--- config.mk ---
export PLATFORM = sky130hd
export DESIGN_NAME = load_size_ctrl
export DESIGN_NICKNAME = d
export VERILOG_FILES = /design/src/rtl/load_size_ctrl.sv
export SDC_FILE = /design/constraint.sdc
export NUM_CORES = 1
export LEC_CHECK = 0
export CAP_MARGIN = 20
export CORE_ASPECT_RATIO = 1.25
export CORE_UTILIZATION = 45
export DETAILED_ROUTE_END_ITERATION = 16
export DONT_BUFFER_PORTS = 1
export SLEW_MARGIN = 5
export SYNTH_ARGS = -nofsm -noshare
export SYNTH_HDL_FRONTEND = slang
export SYNTH_SLANG_ARGS = --single-unit
--- constraint.sdc ---
create_clock -name clk_i -period 6.4 [get_ports clk_i]
set_input_delay 0.64 -clock clk_i [delete_from_list [all_inputs] [get_ports clk_i]]
set_output_delay 0.64 -clock clk_i [all_outputs]
set_load 0.05 [all_outputs]
--- src/rtl/load_size_ctrl.sv ---
// load_size_ctrl
// Load-path unit for the multicycle MIPS datapath. On an accepted load request
// it holds a word read to memory for MEM_LATENCY cycles, captures the returned
// word into the MDR, and presents the word, halfword or byte (zero- or
// sign-extended) on ls_out_o. It is the read-side partner of the store-size
// merge logic and uses the same low byte lanes.
//
// Ports
//   clk_i         system clock, rising edge
//   reset_i       asynchronous, active-high reset
//   start_i       load request, honoured in IDLE or DONE only
//   ls_control_i  01 lw, 11 lh, 10 lb, 00 illegal
//   ls_signed_i   1 = sign-extend lh/lb, 0 = zero-extend
//   addr_i        word address of the load
//   mem_rdata_i   memory read data
//   mem_addr_o    registered address to memory
//   mem_rd_o      memory read strobe (WAIT)
//   mdr_out_o     raw captured memory word
//   ls_out_o      sized and extended load result
//   busy_o        read in progress (WAIT)
//   done_o        one-cycle pulse, ls_out_o newly valid
//   err_o         one-cycle pulse, illegal ls_control_i on a start
//
// state | meaning
// IDLE  | no load in progress
// WAIT  | read strobe held, counting down memory latency
// DONE  | result valid, done pulse; a new start may be accepted here
module load_size_ctrl #(
    parameter int unsigned MEM_LATENCY = 2
) (
    input  logic        clk_i,
    input  logic        reset_i,
    input  logic        start_i,
    input  logic [1:0]  ls_control_i,
    input  logic        ls_signed_i,
    input  logic [31:0] addr_i,
    input  logic [31:0] mem_rdata_i,
    output logic [31:0] mem_addr_o,
    output logic        mem_rd_o,
    output logic [31:0] mdr_out_o,
    output logic [31:0] ls_out_o,
    output logic        busy_o,
    output logic        done_o,
    output logic        err_o
);

    typedef enum logic [1:0] {
        S_IDLE = 2'd0,
        S_WAIT = 2'd1,
        S_DONE = 2'd2
    } state_t;

    localparam logic [1:0] OP_LW = 2'b01;
    localparam logic [1:0] OP_LH = 2'b11;
    localparam logic [1:0] OP_LB = 2'b10;
    localparam logic [3:0] LAT   = 4'(MEM_LATENCY);

    state_t      state_q, state_d;
    logic [3:0]  cnt_q, cnt_d;
    logic [31:0] addr_q, addr_d;
    logic [31:0] mdr_q, mdr_d;
    logic [31:0] ls_q, ls_d;
    logic [1:0]  op_q, op_d;
    logic        sgn_q, sgn_d;
    logic        err_q, err_d;

    // Sizing always reads the low lanes of the word, mirroring store-side lanes.
    function automatic logic [31:0] size_word(input logic [1:0] op,
                                              input logic s,
                                              input logic [31:0] w);
        logic [31:0] r;
        r = w;
        case (op)
            OP_LH:   r = {{16{s & w[15]}}, w[15:0]};
            OP_LB:   r = {{24{s & w[7]}}, w[7:0]};
            default: r = w;
        endcase
        return r;
    endfunction

    always_ff @(posedge clk_i or posedge reset_i) begin
        if (reset_i) begin
            state_q <= S_IDLE;
            cnt_q   <= '0;
            addr_q  <= '0;
            mdr_q   <= '0;
            ls_q    <= '0;
            op_q    <= OP_LW;
            sgn_q   <= 1'b0;
            err_q   <= 1'b0;
        end else begin
            state_q <= state_d;
            cnt_q   <= cnt_d;
            addr_q  <= addr_d;
            mdr_q   <= mdr_d;
            ls_q    <= ls_d;
            op_q    <= op_d;
            sgn_q   <= sgn_d;
            err_q   <= err_d;
        end
    end

    always_comb begin
        state_d = state_q;
        cnt_d   = cnt_q;
        addr_d  = addr_q;
        mdr_d   = mdr_q;
        ls_d    = ls_q;
        op_d    = op_q;
        sgn_d   = sgn_q;
        err_d   = 1'b0;
        case (state_q)
            S_IDLE, S_DONE: begin
                state_d = S_IDLE;
                if (start_i) begin
                    if (ls_control_i != 2'b00) begin
                        addr_d  = addr_i;
                        op_d    = ls_control_i;
                        sgn_d   = ls_signed_i;
                        cnt_d   = LAT;
                        state_d = S_WAIT;
                    end else begin
                        // Illegal size: flag it, touch nothing else.
                        err_d = 1'b1;
                    end
                end
            end
            S_WAIT: begin
                cnt_d = cnt_q - 4'd1;
                if (cnt_q == 4'd1) begin
                    mdr_d   = mem_rdata_i;
                    ls_d    = size_word(op_q, sgn_q, mem_rdata_i);
                    state_d = S_DONE;
                end
            end
            default: state_d = S_IDLE;
        endcase
    end

    // Strobes come from registered state only, so reset clears them at once.
    assign mem_rd_o   = (state_q == S_WAIT);
    assign busy_o     = (state_q == S_WAIT);
    assign done_o     = (state_q == S_DONE);
    assign err_o      = err_q;
    assign mem_addr_o = addr_q;
    assign mdr_out_o  = mdr_q;
    assign ls_out_o   = ls_q;

endmodule
# Word-level counts from Yosys, hierarchy flattened
# Index checks and enable logic that the tools add are counted.
[totals]
ff_bits = 106
inputBits = 70
out_inout_bits = 100
word_cells = 37
[classes]
addsub = 1
eq_ne = 8
n_mux = 11
n_bitwise = 2
n_reduce_logical = 7
[op_table]
columns = ["cell", "n"]
rows = [
  ["32-bit case mux with 2 select lines", 1],
  ["4-bit two-way mux", 2],
  ["4-bit case mux with 2 select lines", 1],
  ["2-bit equality test (second input constant)", 3],
  ["3-bit AND reduction", 2],
  ["1-bit two-way mux", 5],
  ["4-bit by 1-bit equality test with 1-bit output (second input constant)", 1],
  ["2-bit != test (second input constant)", 2],
  ["2-bit case mux with 2 select lines", 1],
  ["2-bit nonzero test", 2],
  ["4-bit by 1-bit subtractor with 4-bit output (second input constant)", 1],
  ["1-bit bitwise AND", 2],
  ["2-bit by 1-bit equality test with 1-bit output (second input constant)", 1],
  ["2-bit zero test", 1],
  ["2-bit two-way mux", 1],
  ["2-bit by 1-bit != test with 1-bit output (second input constant)", 1],
  ["2-bit AND reduction", 1],
  ["2-bit OR reduction", 1],
]

# Longest topological paths before layout
[depth]
ltp_word = 4
depth_mapped = 8
ltp_nobuf = 5

# Worst setup path before layout
# Ideal clock, no wire load.
[synth_timing]
path_type = "reg2out"
startpoint = "register state_q[1]"
endpoint = "output port mem_rd_o"
t_arrival_ns = 1.378
required_ns = 5.760
setup_slack_ns = 4.382
path_stages_with_launch = 6
path_buffers = 3
path_cell_list = "dfrtp_1 nand2b_1 inv_1 buf_2 buf_2 buf_4"
[synth_between]
elab_chain_len = 1
[synth_lines]
columns = ["item", "line", "rtl"]
rows = [
  ["start: declaration", "58", "state_t state_q, state_d;"],
  ["start signal: assignment", "92", "state_q <= state_d;"],
  ["2-bit by 1-bit equality test with 1-bit output", "--", ""],
  ["end: declaration", "39", "output logic mem_rd_o,"],
]
# Every way passes these cells.

# Final worst setup path
[layout_timing]
startpoint = "register state_q[1]"
endpoint = "register mdr_q[31] (netlist: mdr_out_o[31])"
[layout_between]
elab_chain_len = 2
[layout_lines]
columns = ["item", "line", "rtl"]
rows = [
  ["2-bit by 1-bit equality test with 1-bit output", "112", "case (state_q)"],
  ["2-bit AND reduction (no line)", "--", ""],
  ["end signal: assignment", "95", "mdr_q <= mdr_d;"],
  ["end: declaration", "61", "logic [31:0] mdr_q, mdr_d;"],
]
# Every way passes these cells.
# A chain may end at the register's enable or synchronous reset.

==> qor.yml <==
min_path_type: "input pin to async pin"
yosys_register_bits: 98
relSlewSlack_pct: 35.39
fin_tns_setup_ns: 0
slowest_stage: "and2_4"
yosysMostFrequentCell: "dfrtp_1"
area_delta_synth_final_pct: 4.619
die-area_um2: 9292
antenna_cells: 0
ys_seq_area_share_pct: 61.20
clock-sinks: 98
path_delay_family: "simple AND/OR/NAND/NOR gates"
min_period_ns: 2.649
gr-total-overflow: 0
fmax_mhz: 377.5
grt_pass1_vias: 2413
cap_violations: 0
rsz0062_at_grt: "no"
synth-simple-area-share_pct: 5.524
netlist_area_um2: 4009
synth-adder-area-share_pct: 0.6242
synth_top_family_by_area: "multiplexers"
ys_types: 30
drt_iter0_drc: 49
nets: 357
num_vias: 2240
synth_top_cells_by_count: "97 x dfrtp_1, 63 x mux2_2, 40 x a21oi_1"
wl_mm: 7.854
synth_edf_count: 0
viasPerCell: 5.463
cts_buffers: 9
clk_latency_ns: 0.35
grt_max_degree: 58
tightestPinTransition_ns: 0.9678
ys.flop_type: "dfrtp_1"
h-tree-depth: 3
synthTopCellsByArea: "dfrtp_1 61%, mux2_2 18%, a21oi_1 5.0%"
arrival_ns: 2.89
clock_skew_ns: 0.008114
synth.area.mux_share_pct: 18.79
cts_root_buf: "clkbuf_8"
post_cts_resized: 0
yosysTopAreaCell: "dfrtp_1"
critPathMaxFanout: 57
setup_viol_count_final: 0
synth_nets: 372
grt_use_total_pct: 17.89
post-route-period-util_pct: 41.39
cpPeakStageDelay_ns: 0.75
endpoint_kind: "flip-flop"
gp_congestion: 0.6923
wl_per_cell_um: 19.16
syn_area_per_cell_um2: 13.36
fp.coreArea_um2: 8653
cts_tree: "built"
crit_chain: "nand2b_1 > inv_2 > and2_4 > mux2_2"
die_y_um: 107.5
die_x_um: 86.42
detail-route-antenna-nets: 0
num_rows: 38
synth_compound_area_share_pct: 8.833
postCtsHoldBufs: 0
critPathLaunchType: "flip-flop"
crit_type: "flip-flop to flip-flop"
drc: 0
r2r_slack_ns: 3.75
ys_warn_count: 0
dp_hpwl_mm: 5.165
path_clk_slew_ns: 0.09
async_flop_share_pct: 100.0
num_io_pins: 170
yosysTopAreaCellShare_pct: 60.55
outcome: "completed"
cts_setup_buffers: 0
antenna_found_initial: 0
required_ns: 6.64
drt_pass1_iterations: 4
syn_inst: 300
post-route-util_pct: 48.47
grt_pass1_wl_mm: 12.45
nFillCells: 802
hold_viol: 0
report.final.slew_viol_count: 0
synthXorXnorAreaFrac_pct: 0
clockBufferDepth: 2
initial_utilization_pct: 46.33
portBuffers: 0
drive_above_1_share_pct: 28.97
worst-path-buf-inv: 1
==> worst register-to-register path, stage by stage (launching register included) <==
cell and delay (ns):
dfrtp_1 0.40, nand2b_1 0.21, inv_2 0.73, and2_4 0.76, mux2_2 0.44
==> logic make-up after synthesis <==
logic type                 count (synthesis)
DFF                                       98
muxes                                     67
AOI/OAI and AO/OA                         65
and+or+nand+nor                           35
buffers and inverters                     33
adders and majority gates                  2
==> final cells by class <==
cell class	count	area (um2)	share of cell area [%]
flip-flops and latches	98	2454	58.50
clock inverters	4	52.55	1.253
repair buffers	2	22.52	0.5370
well taps	120	150.1	3.580
clock buffers	12	135.1	3.222
inverters	5	21.27	0.5072
multi-input cells	169	1359	32.40
==> per-layer routing <==
layer | track usage [%] | vias up | part of all wire, %
li1 | - | 1012 | -
met1 | 20.70 | 1121 | 39
met4 | 6.071 | 0 | 1.3
met2 | 28.91 | 98 | 49
met3 | 8.589 | 9 | 10
met5 | 0 | - | 0
==> cells in the final DEF (no fill, tap or decap), drive strengths merged, types with 3 or more instances in the layout <==
cell type	count
a21oi	40
clkinvlp	3
nand2	4
inv	5
nor2	3
clkbuf	12
o21ai	6
mux2	66
dfrtp	97
a31oi	16
nand2b	19
==> worst paths after layout <==
check / from / endpoint / cells after the start
setup / recovery: state_q[1] / mdr_out_o[31] / 4
hold / removal: reset_i / mem_addr_o[4] / 1
setup reg to reg: state_q[1] / mdr_out_o[31] / 4
hold reg to reg: op_q[0] / op_q[0] / 2
max in group asynchronous: reset_i / mem_addr_o[25] / 2
min in group clk_i: ls_control_i[0] / err_o / 1
==> stage by stage <==
stage | std cells | hold slack (ns) | setup WS, ns | area, um2
3_5_place_dp | 393 | 0.4914 | 3.564 | 3991
6_report | 410 | 0.2229 | 3.751 | 4194
5_1_grt | 410 | 0.2487 | 3.628 | 4194
3_3_place_gp | 393 | 0.4923 | 3.665 | 3991
4_1_cts | 409 | 0.2442 | 3.556 | 4179
2_1_floorplan | 300 | 0.4702 | 3.200 | 4009
==> sequential cells by signal, indices dropped and copies added (netlist names) <==
register	flops
ls_out_o	24
cnt_q	4
sgn_q	1
err_o	1
mdr_out_o	32
state_q	2
mem_addr_o	32
op_q	2
Power is not shown: default switching activity piles up to over one toggle a cycle in this logic, so the estimate is an artifact.
